## src/rtl/hilo_muldiv_ctrl.sv

```systemverilog
// HI/LO register owner and multi-cycle multiply/divide sequencer for the execute stage.
// Optional build macro MULDIV_FAST_MULT_EN selects a single-cycle 32x32 multiplier for MULT/MULTU.
module hilo_muldiv_ctrl #(
  parameter int ITER = 32
) (
  input  logic        clk,
  input  logic        reset,
  input  logic        start,
  input  logic [2:0]  op,
  input  logic [31:0] src_a,
  input  logic [31:0] src_b,
  input  logic        flush,
  output logic        stall,
  output logic        done,
  output logic [31:0] hi_new,
  output logic [31:0] lo_new
);

  localparam int CW = (ITER > 1) ? $clog2(ITER) : 1;

  typedef enum logic [1:0] {
    IDLE = 2'd0,
    RUN  = 2'd1,
    DONE = 2'd2
  } state_t;

  state_t state, state_next;

  logic [CW-1:0] counter;
  logic [1:0]    op_q;
  logic [31:0]   a_q;
  logic [31:0]   hi_q, lo_q;
  logic [63:0]   acc, mcand;
  logic [31:0]   mplier;
  logic [31:0]   rem, quo, dvsr;
  logic          div_zero, neg_q, neg_r;

  logic          accept, accept_iter, accept_fast;
  logic          in_signed;
  logic [63:0]   ext_a;
  logic [31:0]   mag_a, mag_b;
  logic          last_iter, is_div_q, signed_q, mult_sub;
  logic [63:0]   acc_step;
  logic [32:0]   shifted;
  logic [33:0]   diff;
  logic [31:0]   rem_step, quo_step;
  logic [31:0]   div_hi, div_lo;

  assign hi_new = hi_q;
  assign lo_new = lo_q;

  // Input-side decode: operand extension and magnitudes used when an op is latched.
  always_comb begin
    in_signed = ~op[0];
    ext_a     = in_signed ? {{32{src_a[31]}}, src_a} : {32'd0, src_a};
    mag_a     = (in_signed && src_a[31]) ? (32'd0 - src_a) : src_a;
    mag_b     = (in_signed && src_b[31]) ? (32'd0 - src_b) : src_b;
    accept    = (state == IDLE) && start && !flush;
`ifdef MULDIV_FAST_MULT_EN
    accept_iter = accept && (op == 3'd2 || op == 3'd3);
    accept_fast = accept && (op == 3'd0 || op == 3'd1);
`else
    accept_iter = accept && (op <= 3'd3);
    accept_fast = 1'b0;
`endif
  end

`ifdef MULDIV_FAST_MULT_EN
  logic [63:0] ext_b, fast_prod;
  always_comb begin
    ext_b     = in_signed ? {{32{src_b[31]}}, src_b} : {32'd0, src_b};
    fast_prod = ext_a * ext_b;
  end
`endif

  // One iteration of each datapath; the final iteration's result is what lands in HI/LO.
  always_comb begin
    is_div_q  = op_q[1];
    signed_q  = ~op_q[0];
    last_iter = (state == RUN) && (counter == CW'(ITER - 1));
    // The top multiplier bit carries negative weight in two's complement.
    mult_sub  = signed_q && (counter == CW'(ITER - 1));
    acc_step  = acc;
    if (mplier[0])
      acc_step = mult_sub ? (acc - mcand) : (acc + mcand);

    shifted = {rem, quo[31]};
    diff    = {1'b0, shifted} - {2'b00, dvsr};
    if (diff[33]) begin
      rem_step = shifted[31:0];
      quo_step = {quo[30:0], 1'b0};
    end else begin
      rem_step = diff[31:0];
      quo_step = {quo[30:0], 1'b1};
    end

    div_lo = neg_q ? (32'd0 - quo_step) : quo_step;
    div_hi = neg_r ? (32'd0 - rem_step) : rem_step;
    if (div_zero) begin
      div_lo = 32'hFFFF_FFFF;
      div_hi = a_q;
    end
  end

  always_ff @(posedge clk) begin
    if (reset)
      state <= IDLE;
    else
      state <= state_next;
  end

  // Next-state and pipeline handshake outputs.
  always_comb begin
    state_next = state;
    stall      = 1'b0;
    done       = 1'b0;
    case (state)
      IDLE: begin
        if (start && !flush && (op <= 3'd3))
          stall = 1'b1;
        if (accept_iter)
          state_next = RUN;
        else if (accept_fast)
          state_next = DONE;
      end
      RUN: begin
        stall = 1'b1;
        if (last_iter)
          state_next = DONE;
      end
      DONE: begin
        done       = 1'b1;
        state_next = IDLE;
      end
      default: state_next = IDLE;
    endcase
    if (flush)
      state_next = IDLE;
  end

  // Datapath and architectural HI/LO; a flush abandons any in-flight op without writing.
  always_ff @(posedge clk) begin
    if (reset) begin
      counter  <= '0;
      op_q     <= 2'd0;
      a_q      <= 32'd0;
      hi_q     <= 32'd0;
      lo_q     <= 32'd0;
      acc      <= 64'd0;
      mcand    <= 64'd0;
      mplier   <= 32'd0;
      rem      <= 32'd0;
      quo      <= 32'd0;
      dvsr     <= 32'd0;
      div_zero <= 1'b0;
      neg_q    <= 1'b0;
      neg_r    <= 1'b0;
    end else if (flush) begin
      counter <= '0;
    end else begin
      case (state)
        IDLE: begin
          if (start && op == 3'd4)
            hi_q <= src_a;
          if (start && op == 3'd5)
            lo_q <= src_a;
          if (accept_iter) begin
            counter  <= '0;
            op_q     <= op[1:0];
            a_q      <= src_a;
            acc      <= 64'd0;
            mcand    <= ext_a;
            mplier   <= src_b;
            rem      <= 32'd0;
            quo      <= mag_a;
            dvsr     <= mag_b;
            div_zero <= (src_b == 32'd0);
            neg_q    <= in_signed && (src_a[31] ^ src_b[31]);
            neg_r    <= in_signed && src_a[31];
          end
`ifdef MULDIV_FAST_MULT_EN
          if (accept_fast) begin
            hi_q <= fast_prod[63:32];
            lo_q <= fast_prod[31:0];
          end
`endif
        end
        RUN: begin
          counter <= counter + CW'(1);
          acc     <= acc_step;
          mcand   <= {mcand[62:0], 1'b0};
          mplier  <= {1'b0, mplier[31:1]};
          rem     <= rem_step;
          quo     <= quo_step;
          if (last_iter) begin
            counter <= '0;
            if (is_div_q) begin
              hi_q <= div_hi;
              lo_q <= div_lo;
            end else begin
              hi_q <= acc_step[63:32];
              lo_q <= acc_step[31:0];
            end
          end
        end
        default: ;
      endcase
    end
  end

endmodule

```

## config.mk

```make
export PLATFORM = sky130hd
export DESIGN_NAME = hilo_muldiv_ctrl
export DESIGN_NICKNAME = d
export VERILOG_FILES = /design/src/rtl/hilo_muldiv_ctrl.sv
export SDC_FILE = /design/constraint.sdc
export NUM_CORES = 1
export LEC_CHECK = 0
export CORE_ASPECT_RATIO = 1.2
export CORE_MARGIN = 8
export CORE_UTILIZATION = 45
export DETAILED_ROUTE_END_ITERATION = 16
export PLACE_DENSITY = 0.72
export SLEW_MARGIN = 40
export SYNTH_ARGS = -nofsm -noshare
export SYNTH_HDL_FRONTEND = slang
export SYNTH_SLANG_ARGS = --single-unit
```

## constraint.sdc

```tcl
create_clock -name clk -period 6.6 [get_ports clk]
set_input_delay 0.66 -clock clk [delete_from_list [all_inputs] [get_ports clk]]
set_output_delay 0.66 -clock clk [all_outputs]
set_load 0.02 [all_outputs]
```

---- Word level (Yosys, flattened, before mapping) ----
Cells that the tools add are included.
word-level totals
  logic and storage cells ................. 98
  register bits ........................... 364
  output and inout port bits .............. 66
  input bits .............................. 71
cells by class
  muxes and demuxes ....................... 38
  bitwise operators ....................... 4
  reduce and logical (&&, ||, !) cells .... 23
  order comparisons ....................... 1
  add/subtract/negate cells ............... 8
  equal/unequal tests ..................... 9
operators with widths
  operator                                               number
  two-way mux 32 bit                                     16
  two-way mux 64 bit                                     5
  case mux 32 bit (2 select lines)                       5
  case mux 64 bit (2 select lines)                       2
  subtractor 1 x 32 -> 32 bit, first input constant      4
  adder 64 bit                                           1
  subtractor 64 bit                                      1
  subtractor 33 x 32 -> 34 bit                           1
  logical NOT 32 bit                                     1
  logical AND 1 bit                                      12
  two-way mux 5 bit                                      2
  case mux 5 bit (2 select lines)                        1
  AND reduction 4 bit                                    2
  == test 3 bit, second input constant                   2
  AND reduction 3 bit                                    2
  adder 5 x 1 -> 5 bit, second input constant            1
  == test 5 bit, second input constant                   1
  two-way mux 2 bit                                      2
  inequality test 2 x 1 -> 1 bit, second input constant  2
  inequality test 2 bit, second input constant           2
  case mux 2 bit (2 select lines)                        1
  AND reduction 2 bit                                    2
  <= comparator 3 x 2 -> 1 bit, second input constant    1
  two-way mux 1 bit                                      3
  9 further kinds                                        11

---- Longest topological paths before layout ----
Gate-level depths: netlist of the first run.
  depth in word-level cells ............... 8
  depth in mapped cells ................... 24
  depth with buffers taken out ............ 22

---- Worst setup path before layout of the first run ----
Ideal clock, no wire load.
  path kind ............................... flip-flop to flip-flop
  start point ............................. register dvsr[7]
  end point ............................... register hi_q[30], in the netlist hi_new[30]
  path buffers ............................ 4
  cell stages (with the launch flop) ...... 24
  clock period less this slack ............ 5.764 ns
  path slack .............................. 0.836 ns
  arrival ................................. 5.634 ns
  cells stage by stage .................... dfxtp_1 -> inv_1 -> ha_1 -> buf_2 -> and2_1 -> nand3_1 -> a211oi_2 -> o31ai_4 -> nand2_1 -> clkbuf_1 -> clkbuf_1 -> buf_1 -> nand2_1 -> o21ai_0 -> ha_1 -> nand2_1 -> a2111o_1 -> or4b_1 -> a22o_1 -> or3_4 -> nor4_4 -> mux2_1 -> nor3_1 -> nor4_2
on the way
  word-level cells in the longest chain between the ends .. 8
RTL lines
  item                                  line  text
  start: declaration                    35    logic [31:0] rem, quo, dvsr;
  start signal: assignment              176   dvsr <= mag_b;
  subtractor 33 x 32 -> 34 bit (*)      88    diff = {1'b0, shifted} - {2'b00, dvsr};
  two-way mux 32 bit (*)                89    if (diff[33]) begin
  subtractor 1 x 32 -> 32 bit           98    div_hi = neg_r ? (32'd0 - rem_step) : rem_step;
  two-way mux 32 bit (*)                98
  two-way mux 32 bit (*)                99    if (div_zero) begin
  two-way mux 32 bit (*)                197   if (is_div_q) begin
  two-way mux 32 bit (*)                195   if (last_iter) begin
  case mux 32 bit (2 select lines) (*)  161   case (state)
  end signal: assignment                164   hi_q <= src_a;
  end signal: assignment                198   hi_q <= div_hi;
  end signal: assignment                201   hi_q <= acc_step[63:32];
  end: declaration                      32    logic [31:0] hi_q, lo_q;
Every way passes the cells marked *; elsewhere a longest branch is shown, timed or not. The select of a mux whose other input is x is not followed.
A chain may end at the register's enable or synchronous reset.

---- Final worst setup path of the first run ----
  start point ............................. register mcand[2]
  end point ............................... register acc[63]
on the way
  word-level cells in the longest chain between the ends .. 4
  elaborated cells on any way between the ends .. 5
  those cells by class .................... 2 x add/sub; 3 x mux
RTL lines
  item                                                      line  text
  start: declaration                                        33    logic [63:0] acc, mcand;
  start signal: assignment                                  172   mcand <= ext_a;
  start signal: assignment                                  191   mcand <= {mcand[62:0], 1'b0};
  adder 64 bit / subtractor 64 bit (equally long branches)  85    acc_step = mult_sub ? (acc - mcand) : (acc + mcand);
  two-way mux 64 bit (*)                                    85
  two-way mux 64 bit (*)                                    84    if (mplier[0])
  case mux 64 bit (2 select lines) (*)                      161
  end signal: assignment                                    190   acc <= acc_step;
  end: declaration                                          33
Every way passes the cells marked *; elsewhere a longest branch is shown, timed or not.

==> results of run 1 <==
how the worst min path moves through the flow:
stage / end / slack (ps) / cells past startpoint
after floorplan: dvsr[31]$_SDFFE_PP0P_ / 430 / 2
after global placement: a_q[31]$_SDFFE_PP0P_ / 440 / 2
after detailed placement: a_q[31]$_SDFFE_PP0P_ / 440 / 2
after CTS: a_q[31]$_SDFFE_PP0P_ / 450 / 2
after global routing: a_q[31]$_SDFFE_PP0P_ / 460 / 2
final: a_q[31]$_SDFFE_PP0P_ / 450 / 2
flip-flops by register name (all words and copies together), names as in the netlist, 2 cells and up:
signal,flops
acc,64
mcand,64
a_q,32
dvsr,32
hi_new,32
lo_new,32
mplier,32
quo,32
rem,32
counter,5
op_q,2
state,2
per-layer routing:
| metal | GRT usage | up-vias | wire (um) |
|---|---|---|---|
| met5 | 0 | - | 0 |
| met4 | 0.1328 | 0 | 4793 |
| met3 | 0.04899 | 248 | 8517 |
| met2 | 0.4571 | 1234 | 42760 |
| met1 | 0.3805 | 12311 | 39620 |
| li1 | - | 12187 | - |
power by group through the flow:
stage	Combinational [uW]	Sequential (uW)	Clock [uW]
2_1_floorplan	1060	2360	0
4_1_cts	1500	2330	2590
3_3_place_gp	1480	2380	0
5_1_grt	1650	2340	2670
3_5_place_dp	1490	2380	0
6_report	1530	2330	2570
stage by stage:
stage               cell area, um^2  hold WS [ps]  power [uW]  std cells  worst slack (ps)
finish                        28480         454.0        6435       4087             234.2
global route                  28470         463.7        6663       4084             23.16
global placement              26920         440.0        3862       4002             347.2
CTS                           28440         452.5        6419       4083             290.8
floorplan                     25120         431.9        3416       3330             835.5
detailed placement            26950         444.2        3869       4003             344.4
kinds of logic after synthesis:
logic type	after synthesis	share of synthesized area
buffers and inverters	317	0.04781
DFF	364	0.2901
muxes	55	0.02356
xor gates and xnor gates	252	0.08785
and+or+nand+nor	1163	0.2095
AOI/OAI and AO/OA	1075	0.2889
adders and majority gates	104	0.05239
critical path: stages (launching register included):
cell,delay [ps]
dfxtp_1,360
or3_1,440
or3b_2,540
nor3_1,340
nand3b_1,210
nor2_2,370
nand2_1,200
o41ai_1,340
xor2_1,130
ha_1,440
nand2_1,160
nor3_1,320
nand4_1,150
a41oi_1,230
nor2_1,130
a2111oi_0,770
buf_4,240
o211a_1,200
o211ai_1,160
a2111o_1,430
a31oi_1,130
what timing repair did:
item	4_1_cts	5_1_grt
gates resized for setup	0	2
hold endpoints to repair	0	0
endpoints found under the setup margin	0	7
cell usage after synthesis (all sizes together), types with 9 or more instances:
library cell and count:
or3 31, clkbuf 210, a311oi 67, a222oi 31, nor2 380, a31oi 34, nand2 430, and3 27
a21o 56, a221oi 9, a22o 49, or4 20, ha 102, buf 29, o31ai 43, inv 76
mux2i 31, o22ai 19, and2 14, or2 12, nand3 43, dfxtp 364, nor4 32, nand2b 25
a21oi 274, o21bai 13, xor2 120, o221ai 22, o21a 18, a22oi 13, o211ai 35, nor3 79
mux2 23, xnor2 132, o21ai 207, nand4 24, o41ai 20, nor2b 19, a211oi 106
layout by cell type (no fill, tap or decap), types with 102 or more instances in the layout:
| cell type | netlist | layout |
|---|---|---|
| o21ai_0 | 197 | 195 |
| xnor2_1 | 132 | 132 |
| nor2_1 | 380 | 375 |
| a211oi_1 | 105 | 105 |
| a21oi_1 | 274 | 274 |
| dfxtp_1 | 364 | 362 |
| ha_1 | 102 | 102 |
| clkdlybuf4s50_1 | 0 | 134 |
| nand2_1 | 428 | 427 |
| xor2_1 | 120 | 120 |
layout make-up:
cell class,instances,area share
timing repair buffer,186,0.06182
tap,727,0.03194
multi-input combinational,2649,0.5870
sequential,364,0.2561
inverter,78,0.01033
clock inverter,26,0.01050
antenna,3,0.0002636
clock buffer,54,0.04205
==> out/summary.txt, run 1 <==
min-delay worst type -> flip-flop to flip-flop
Die Wd -> 231.7 um
final core occ -> 0.5119
Main synth FF type -> dfxtp_1
Mapped Area -> 25120 um^2
Clk pwr share -> 0.400
R2R Path Start -> mcand[2]$_SDFFE_PP0P_
Seq pwr share -> 0.363
post-synth net total -> 3505
number of DRC markers in iteration 0 -> 3029
Comb power frac -> 0.238
top post-synthesis cells by area -> dfxtp_1 29%, nand2_1 6.4%, nor2_1 5.7%
Core Region -> 55630 um^2
IO buf count -> 136
Placer Congestion -> 1.011
type of origin of the critical path -> flip-flop
Setup crit start -> mcand[2]$_SDFFE_PP0P_
Pwr Density -> 226.0 nW/um^2
clock skew -> 29.84 ps
Seq. cell area -> 7292 um^2
Post-CTS Hold Fix Bufs -> 0
unrepaired setup endpoints after global routing -> no
IO Pins -> 137
Die Area -> 63680 um^2
Routed Antenna Nets -> 0
htree depth -> 2
FF-to-FF End -> acc[63]$_SDFFE_PP0P_
NumNets Final -> 3497
final setup TNS -> 0 ps
Slew headroom -> 0.3899
Hold Crit Start -> a_q[31]$_SDFFE_PP0P_
number of max-cap violations -> 0
Seq/Total Area, Yosys -> 0.2901
Switching Share -> 0.3296
Max Buffers Root-to-Sink -> 3
leakage power -> 0.01099 uW
Seq cells post-synth -> 364
switching pwr -> 2121 uW
row count -> 95
Synth cell types -> 99
Synth top area share -> 0.2901
peak supply drop -> 0.0001688 V
first-pass GRT wire length -> 145500 um
Fillers -> 5446
Async SR Flop Fraction -> 0
min cycle time layout -> 6366 ps
vias per cell -> 6.357
synth warn -> 0
Routed wire per std cell -> 23.41 um
post-DP HPWL -> 69790 um
Multi-input gate area -> 16720 um^2
internal power -> 4315 uW
clk sinks -> 364
grt ovf -> 0
Synth Instances -> 3330
initial antenna violation count -> 2
Post-synth EDFFs -> 0
Least-Margin Pin Slew -> 912.9 ps
Worst-Skew Late Latency -> 590 ps
Chip Height -> 274.8 um
total iterations of the first detailed-routing run -> 11
clock-pin transition on the worst setup and hold timing paths -> 60 ps
status -> finished, final reports clean
number of post-CTS setup repair buffers -> 0
Crit Path Category -> flip-flop to flip-flop
Synth-to-Final Area Change -> 13.35%
Max Fclk -> 0.1571 GHz
Critical Path RT -> 7100 ps
DR vias -> 25980
Initial Utilization -> 0.4516
Final period util -> 0.9645
crit end category -> flip-flop
largest net degree at the start of global routing -> 83
DR DRC count -> 0
root buffer selected by CTS -> clkbuf_16
final setup fails -> 0
crit path DAT -> 6860 ps
Tot GR Track Use -> 0.2888
Reg2Reg Depth -> 20
CP Max Fanout -> 7
CTS tree -> built
TritonCTS Buffers -> 43
FF-to-FF setup slack -> 230 ps
CP Capture Point -> acc[63]$_SDFFE_PP0P_
final hold violations -> 0
Routed Wire Length -> 95680 um
Synth area leader -> dfxtp_1
Slew Viols, Final -> 0
ratio of cells with drive above 1 in the final layout -> 0.06345
Avg Inst Size Synth -> 7.544 um^2
vias in the first global route -> 24140
(Power assumes the default switching activity.)
==> inputs of run 2 (changes only) <==
--- a/config.mk
+++ b/config.mk
@@ -9,6 +9,7 @@
 export CORE_MARGIN = 8
 export CORE_UTILIZATION = 45
 export DETAILED_ROUTE_END_ITERATION = 16
+export MAX_ROUTING_LAYER = met4
 export PLACE_DENSITY = 0.72
 export SLEW_MARGIN = 40
 export SYNTH_ARGS = -nofsm -noshare
==> out/summary.txt, run 2 (synthesis results as in run 1) <==
status -> finished, final reports clean (unchanged)
type of origin of the critical path -> flip-flop (unchanged)
Hold Path Depth -> 2 (unchanged)
Max Fclk -> 0.1590 GHz (was 0.1571 GHz)
leakage power -> 0.01089 uW (was 0.01099 uW)
Slew Viols, Final -> 0 (unchanged)
Pwr Density -> 219.2 nW/um^2 (was 226.0 nW/um^2)
Non-Filler Instances -> 4070 (was 4087)
number of DRC markers in iteration 0 -> 3278 (was 3029)
Seq. cell area -> 7293 um^2 (was 7292 um^2)
unrepaired setup endpoints after global routing -> no (unchanged)
vias per cell -> 6.319 (was 6.357)
Crit Path Category -> flip-flop to flip-flop (unchanged)
Power Total -> 6210 uW (was 6435 uW)
biggest regs -> acc (64), mcand (64) (unchanged)
Routed Wire Length -> 94560 um (was 95680 um)
Core Region -> 55630 um^2 (unchanged)
Synth-to-Final Area Change -> 12.75% (was 13.35%)
number of post-CTS setup repair buffers -> 0 (unchanged)
Reg2Reg Depth -> 19 (was 20)
Post-Place Cell Area -> 26910 um^2 (was 26950 um^2)
Seq pwr share -> 0.376 (was 0.363)
Critical Path RT -> 7120 ps (was 7100 ps)
IO Pins -> 137 (unchanged)
Slew headroom -> 0.3456 (was 0.3899)
htree depth -> 2 (unchanged)
FF-to-FF setup slack -> 310 ps (was 230 ps)
ratio of cells with drive above 1 in the final layout -> 0.05747 (was 0.06345)
Routed Antenna Nets -> 0 (unchanged)
Placer Congestion -> 1.078 (was 1.011)
Max Buffers Root-to-Sink -> 3 (unchanged)
DR vias -> 25717 (was 25980)
Least-Margin Pin Slew -> 979.3 ps (was 912.9 ps)
DP Cell Count -> 3993 (was 4003)
NumNets Final -> 3487 (was 3497)
Fillers -> 5497 (was 5446)
min cycle time layout -> 6291 ps (was 6366 ps)
IO buf count -> 136 (unchanged)
Final period util -> 0.9532 (was 0.9645)
commonest non-fill, non-tap cell in the layout -> nand2_1 (unchanged)
crit end category -> flip-flop (unchanged)
most frequent cells in the layout -> 427 x nand2_1, 377 x nor2_1, 361 x dfxtp_1 (was 427 x nand2_1, 375 x nor2_1, 362 x dfxtp_1)
root buffer selected by CTS -> clkbuf_16 (unchanged)
Comb power frac -> 0.243 (was 0.238)
Routed wire per std cell -> 23.23 um (was 23.41 um)
Tot GR Track Use -> 0.2940 (was 0.2888)
final hold violations -> 0 (unchanged)
clock skew -> 24.94 ps (was 29.84 ps)
Worst-Skew Late Latency -> 590 ps (about the same)
Die Wd -> 231.7 um (unchanged)
largest net degree at the start of global routing -> 189 (was 83)
final setup TNS -> 0 ps (unchanged)
Multi-input gate area -> 16720 um^2 (about the same)
number of max-cap violations -> 0 (unchanged)
row count -> 95 (unchanged)
Post-Layout Inst Area -> 28330 um^2 (was 28480 um^2)
grt ovf -> 0 (unchanged)
DR DRC count -> 0 (unchanged)
min-delay worst type -> flip-flop to flip-flop (unchanged)
total iterations of the first detailed-routing run -> 8 (was 11)
internal power -> 4159 uW (was 4315 uW)
post_cts resized -> 0 (unchanged)
post-DP HPWL -> 68620 um (was 69790 um)
vias in the first global route -> 23935 (was 24140)
Clk pwr share -> 0.381 (was 0.400)
switching pwr -> 2052 uW (was 2121 uW)
Chip Height -> 274.8 um (unchanged)
Initial Utilization -> 0.4516 (unchanged)
CTS tree -> built (unchanged)
Post-CTS Hold Fix Bufs -> 0 (unchanged)
CP Max Fanout -> 7 (unchanged)
TritonCTS Buffers -> 42 (was 43)
crit path DAT -> 6810 ps (was 6860 ps)
first-pass GRT wire length -> 143900 um (was 145500 um)
peak supply drop -> 0.0001740 V (was 0.0001688 V)
clock-pin transition on the worst setup and hold timing paths -> 70 ps (was 60 ps)
Die Area -> 63680 um^2 (unchanged)
final setup fails -> 0 (unchanged)
initial antenna violation count -> 2 (unchanged)
clk sinks -> 364 (unchanged)
Switching Share -> 0.3304 (was 0.3296)
## run 2: changes by cell type in the layout (fill, tap and decap cells not counted), moves of 3 or more
cell / change
buf_4: -15
clkbuf_8: -4
buf_12: +3
bufinv_16: -3
## run 2: metrics by stage
| step | hold slack [ps] | setup WS, ps | util |
|---|---|---|---|
| floorplan | 431.9 | 835.5 | - |
| global placement | 440.1 | 676.2 | 0.4833 |
| detailed placement | 444.5 | 575.7 | 0.4838 |
| CTS | 452.5 | 519.9 | 0.5082 |
| global route | 469.1 | 47.76 | 0.5092 |
| finish | 452.7 | 308.8 | 0.5092 |
## run 2: layer usage
layer / routed length (um) / global-route usage / up-vias
met5: 0 / - / -
met4: 6012 / 0.1618 / 0
met3: 8235 / 0.04559 / 257
met2: 42030 / 0.4516 / 1159
met1: 38270 / 0.3674 / 12152
li1: - / - / 12149
## run 2: path summary, 6_finish.rpt
check / start / endpoint
worst min-delay path: dvsr[31]$_SDFFE_PP0P_ / dvsr[31]$_SDFFE_PP0P_
worst max register to register: mcand[2]$_SDFFE_PP0P_ / acc[63]$_SDFFE_PP0P_
worst min register to register: dvsr[31]$_SDFFE_PP0P_ / dvsr[31]$_SDFFE_PP0P_
worst max-delay path: mcand[2]$_SDFFE_PP0P_ / acc[63]$_SDFFE_PP0P_
## run 2: critical path, stage by stage (launching register included)
cell	delay, ps
dfxtp_1	360
or3_1	440
or3b_2	550
nor3_1	360
nand3b_1	200
nor2_1	400
nand2_1	220
o41ai_1	340
xor2_1	120
ha_1	440
nand2_1	150
nor3_1	320
nand4_1	150
a41oi_1	210
nor2_1	120
a2111oi_0	800
o211a_1	290
o211ai_1	160
a2111o_1	450
a31oi_1	130
## run 2: layout make-up
type / count / area share
Multi-Input combinational cell: 2649 / 0.5901
Inverter: 78 / 0.01034
Timing Repair Buffer: 177 / 0.06188
Clock buffer: 53 / 0.04148
Antenna cell: 2 / 0.0001767
Tap cell: 727 / 0.03211
Sequential cell: 364 / 0.2575
Clock inverter: 20 / 0.006449
## run 2: power by group through the flow
stage | clock network (uW) | logic [uW] | registers (uW)
after detailed placement | 0 | 1470 | 2380
after global routing | 2460 | 1640 | 2340
after global placement | 0 | 1470 | 2380
after floorplan | 0 | 1060 | 2360
final | 2370 | 1510 | 2340
after CTS | 2380 | 1480 | 2330
